<file path="src/rtl/rv32i_pkg.sv">
// Shared RV32I front-end definitions: fetch FSM encoding, NOP, reset PC and the
// PCAsrc/PCBsrc select meanings used by both branch condition logic and fetch.
package rv32i_pkg;

    typedef enum logic [1:0] {
        IDLE  = 2'd0,
        FETCH = 2'd1,
        ISSUE = 2'd2,
        TRAP  = 2'd3
    } fetch_state_t;

    localparam logic [31:0] NOP          = 32'h0000_0013;
    localparam logic [31:0] RESET_PC_DEF = 32'h0000_0000;

    localparam logic PCA_IMM  = 1'b0;
    localparam logic PCA_FOUR = 1'b1;
    localparam logic PCB_PC   = 1'b0;
    localparam logic PCB_RS1  = 1'b1;

    function automatic logic [31:0] plus4(input logic [31:0] a);
        return a + 32'd4;
    endfunction

endpackage

</file>
<file path="src/rtl/next_pc_calc.sv">
// Combinational next-PC adder: base (pc or rs1) plus offset (imm or 4), with the
// JALR bit-0 clear and an instruction-address-misaligned flag.
module next_pc_calc
    import rv32i_pkg::*;
(
    input  logic [31:0] pc,
    input  logic [31:0] rs1,
    input  logic [31:0] imm,
    input  logic        PCAsrc,
    input  logic        PCBsrc,
    output logic [31:0] target,
    output logic        misaligned
);

    logic [31:0] base;
    logic [31:0] off;
    logic [31:0] sum;

    always_comb begin
        base = (PCBsrc == PCB_RS1)  ? rs1   : pc;
        off  = (PCAsrc == PCA_FOUR) ? 32'd4 : imm;
        sum  = base + off;
        // JALR targets drop bit 0 before the alignment check
        target     = {sum[31:1], (PCBsrc == PCB_RS1) ? 1'b0 : sum[0]};
        misaligned = |target[1:0];
    end

endmodule

</file>
<file path="src/rtl/pc_fetch_unit.sv">
// Non-overlapped PC / instruction-fetch sequencer: fetches one word over a
// req/ack port, issues it, and waits for the branch outcome before refetching.
module pc_fetch_unit
    import rv32i_pkg::*;
#(
    parameter logic [31:0] RESET_PC = RESET_PC_DEF
) (
    input  logic        clk,
    input  logic        rst,
    input  logic        PCAsrc,
    input  logic        PCBsrc,
    input  logic [31:0] imm,
    input  logic [31:0] rs1,
    input  logic        br_valid,
    input  logic        stall,
    output logic        imem_req,
    output logic [31:0] imem_addr,
    input  logic        imem_ack,
    input  logic [31:0] imem_rdata,
    output logic        instr_valid,
    output logic [31:0] instr,
    output logic [31:0] pc_out,
    output logic [31:0] pc_plus4,
    output logic        misalign
);

    fetch_state_t state, nstate;
    logic [31:0]  pc_q;
    logic [31:0]  instr_q;
    logic [31:0]  target;
    logic         tgt_misaligned;
    logic         resolve;

    next_pc_calc u_next_pc (
        .pc         (pc_q),
        .rs1        (rs1),
        .imm        (imm),
        .PCAsrc     (PCAsrc),
        .PCBsrc     (PCBsrc),
        .target     (target),
        .misaligned (tgt_misaligned)
    );

    assign resolve = (state == ISSUE) && br_valid && !stall;

    always_comb begin
        nstate = state;
        case (state)
            IDLE:    nstate = FETCH;
            FETCH:   if (imem_ack) nstate = ISSUE;
            ISSUE:   if (resolve) nstate = tgt_misaligned ? TRAP : FETCH;
            TRAP:    nstate = TRAP;
            default: nstate = IDLE;
        endcase
    end

    always_ff @(posedge clk) begin
        if (rst) begin
            state   <= IDLE;
            pc_q    <= RESET_PC;
            instr_q <= NOP;
        end else begin
            state <= nstate;
            if (state == FETCH && imem_ack)
                instr_q <= imem_rdata;
            // a trapping target leaves the PC pointing at the faulting instruction
            if (resolve && !tgt_misaligned)
                pc_q <= target;
        end
    end

    assign imem_req    = (state == FETCH);
    assign imem_addr   = pc_q;
    assign pc_out      = pc_q;
    assign pc_plus4    = plus4(pc_q);
    assign instr       = instr_q;
    assign instr_valid = (state == ISSUE);
    assign misalign    = (state == TRAP);

endmodule
</file>
<file path="config.mk">
export PLATFORM = sky130hd
export DESIGN_NAME = pc_fetch_unit
export DESIGN_NICKNAME = d
export VERILOG_FILES = /design/src/rtl/rv32i_pkg.sv /design/src/rtl/next_pc_calc.sv /design/src/rtl/pc_fetch_unit.sv
export SDC_FILE = /design/constraint.sdc
export NUM_CORES = 1
export LEC_CHECK = 0
export ABC_AREA = 1
export BUFFER_PORTS_ARGS = -buffer_cell sky130_fd_sc_hd__buf_2
export CAP_MARGIN = 20
export CORE_UTILIZATION = 40
export CTS_CLUSTER_DIAMETER = 60
export DETAILED_ROUTE_END_ITERATION = 8
export PLACE_DENSITY = 0.71
export SLEW_MARGIN = 20
export SYNTH_ARGS = -nofsm -noshare
export SYNTH_HDL_FRONTEND = slang
export SYNTH_SLANG_ARGS = --single-unit
</file>
<file path="constraint.sdc">
create_clock -name clk -period 5.7 [get_ports clk]
set_input_delay 0.57 -clock clk [delete_from_list [all_inputs] [get_ports clk]]
set_output_delay 0.57 -clock clk [all_outputs]
set_load 0.01 [all_outputs]
</file>
==> flow_summary_export.csv <==
group,metric,value,unit
final_layout,final_nets,1417,
floorplanning,coreArea,15200,µm²
floorplanning,ios,234,
power,power_density,190,nW/µm²
timing,final-hold-violation-count,0,
min_path,hold_depth,3,
final_layout,final_core_util,49.7,%
place,dp_hpwl,15200,µm
power,power_switching,0.459,mW
setup_path,cp.arrival,3.82,ns
timing,setup_viol,0,
place,port_buffers,233,
synthesis,yosysWarnings,0,
floorplanning,initial_core_util,41.0,%
setup_path,ff2ff_path_depth,11,
synthesis,post-synth-top-area-cell,"dfxtp_1",
drt,drtIter0Drc,390,
synthesis,syn_inst,1098,
flow_run,cap_violations,0,
final_layout,antennaDiodeCount,0,
synthesis,syn_nets,1234,
synthesis,synth-async-reset-ratio,0,%
synthesis,synth_area,6240,µm²
drt,drt_pre_antenna_iters,5,
setup_path,r2r_slack,2.72,ns
floorplanning,die_h,127,µm
global_route,grt_pass1_wl,30200,µm
clock_network,cts_buffers,9,
power,p_int,0.979,mW
drt,post_drt_wl_per_cell,13.0,µm
power,netSwitchingFraction,31.9,%
clock_network,cts.clk_slew.worst_paths,0.05,ns
setup_path,startpoint_type,"input pin",
clock_network,clock-sinks,66,
drt,drc,0,
drt,antenna_left,0,
drt,finalWirelength,19100,µm
min_path,hold_class,"input pin to flop",
drt,vias,6938,
timing,max_freq,0.275,GHz
setup_path,critPathKind,"input pin to flop",
setup_path,worstSetupEndpointType,"flop",
timing,slew_viol_final,0,
setup_path,reg2reg_to,"imem_addr[12]",
power,power.clock.fraction,38.6,%
power,cellLeakagePower,4.69,nW
timing,relSlewSlack,32.5,%
synthesis,ys_types,32,
clock_network,h-tree-depth,3,
timing,worstMarginPinSlew,1.01,ns
floorplanning,die_w,127,µm
setup_path,startpoint,"PCBsrc",
timing,rsz0062_at_grt,"no",
place,place_area,7270,µm²
power,irDropWorstVdd,0.167,mV
clock_network,postCtsHoldBufs,0,
synthesis,avgSynthCellArea,5.68,µm²
final_layout,final_cell_area,7560,µm²
outcome,status,"finished clean",
power,p_seq_share,35.5,%
timing,fin_skew,0.00713,ns
synthesis,synth_area_leaders,"dfxtp_1, nand2_1, inv_1",
timing,worst_slack,2.06,ns
synthesis,yosysSeqAreaShare,21.2,%
timing,tns,0,ns
synthesis,synth_top_area_share,21.2,%
place,dp_slack,1.73,ns
setup_path,rr_startpoint,"imem_addr[0]",
timing,min_period,3.64,ns
clock_network,cts_tree,"yes",
clock_network,cts_resized,0,
clock_network,clockBufferDepth,2,
drt,vias_per_cell,4.71,
power,combPwrFrac,25.9,%
synthesis,synth_commonest_cells,"nand2_1, inv_1, nor2_1, o21ai_0, dfxtp_1",
global_route,grt_usage,23.8,%
clock_network,clock_latency,0.33,ns
global_route,grt_antenna_before_repair,1,
floorplanning,dieArea,16100,µm²
synthesis,synth_edf_count,0,
clock_network,cts_root_buf,"clkbuf_16",
synthesis,synth_seq_cells,66,
timing,period_share,63.8,%
setup_path,crit_fanout,62,
global_route,grt_max_degree,63,
setup_path,crit_end,"imem_addr[3]",
place,gp_congestion,0.937,
setup_path,critPathRequiredTime,5.88,ns
synthesis,synth_flop_cell,"dfxtp_1",
final_layout,drive_gt1_share,21.0,%
clock_network,cts_setup_buffers,0,
global_route,grt_overflow,0,
global_route,grt_pass1_vias,6250,
synthesis,synth.most_common_cell,"nand2_1",
floorplanning,row_count,45,
final_layout,syn2layout_area_growth,21.2,%
per-layer routing:
layer  vias to the layer above  track usage (%)  wire (µm)
met3                        23             4.81       1480
met5                         -                0          0
li1                       3657                -          -
met2                       266             40.3       8630
met1                      2992             30.0       8670
met4                         0             7.84        353
state kept, by name (all words and copies together), names as in the netlist:
register	count
imem_addr	32
instr	32
state	2
how the worst min path moves through the flow:
stage,end,startpoint
floorplan,state[1],state[1]
detailed placement,instr[4],instr[4]
global placement,instr[4],instr[4]
global route,instr[4],imem_rdata[4]
CTS,instr[1],imem_rdata[1]
finish,instr[1],imem_rdata[1]
cell usage in the layout (no fill, tap or decap), drive strengths merged, types with 7 or more instances in the layout:
cell,netlist,routed
a21oi,52,52
nand3,53,53
o21ai,76,76
ha,32,32
inv,217,217
clkbuf,18,12
nor2,151,151
nand2,312,312
nor3,17,17
xor2,38,38
buf,44,234
nand4,7,7
dfxtp,66,66
logic make-up (layout without fill, tap and decap cells):
group	count (synthesis)	in the layout	share of synthesized area (%)
flops	66	66	21.2
simple gates	544	544	36.2
fa+ha+maj	33	33	6.74
xor+xnor	42	42	5.90
buf+inv	279	466	19.0
compound gates	134	134	11.0
per-stage QoR:
step                      instances  hold WS, ns  total power [mW]
final                          1473        0.437              1.44
after global routing           1473        0.465              1.52
after CTS                      1473        0.427              1.45
after detailed placement       1458        0.459             0.891
after global placement         1458        0.452             0.888
after floorplan                1098        0.498             0.765
final cells by class:
cell class              instances  area, µm²
clock buffers                  12        246
clock inverters                 3       40.0
fillers                      1627       7640
inverters                     217        815
multi-input cells             753       3730
flip-flops and latches         66       1320
well taps                     188        235
repair buffers                234       1170
power by group through the flow:
stage,registers (mW),clock network [mW],logic (mW)
final,0.511,0.555,0.373
after global routing,0.515,0.584,0.422
after CTS,0.511,0.565,0.372
after detailed placement,0.520,0,0.370
after global placement,0.520,0,0.368
after floorplan,0.531,0,0.234
worst max-delay path, stage by stage:
cell,delay [ns]
buf_2,0.74
inv_1,0.20
or2_2,0.32
o21ai_0,0.16
fa_1,0.51
nand3_1,0.10
buf_4,0.36
inv_1,0.48
o21ai_0,0.29
a21oi_1,0.06
Note: power is estimated with default switching activity, not from simulation.
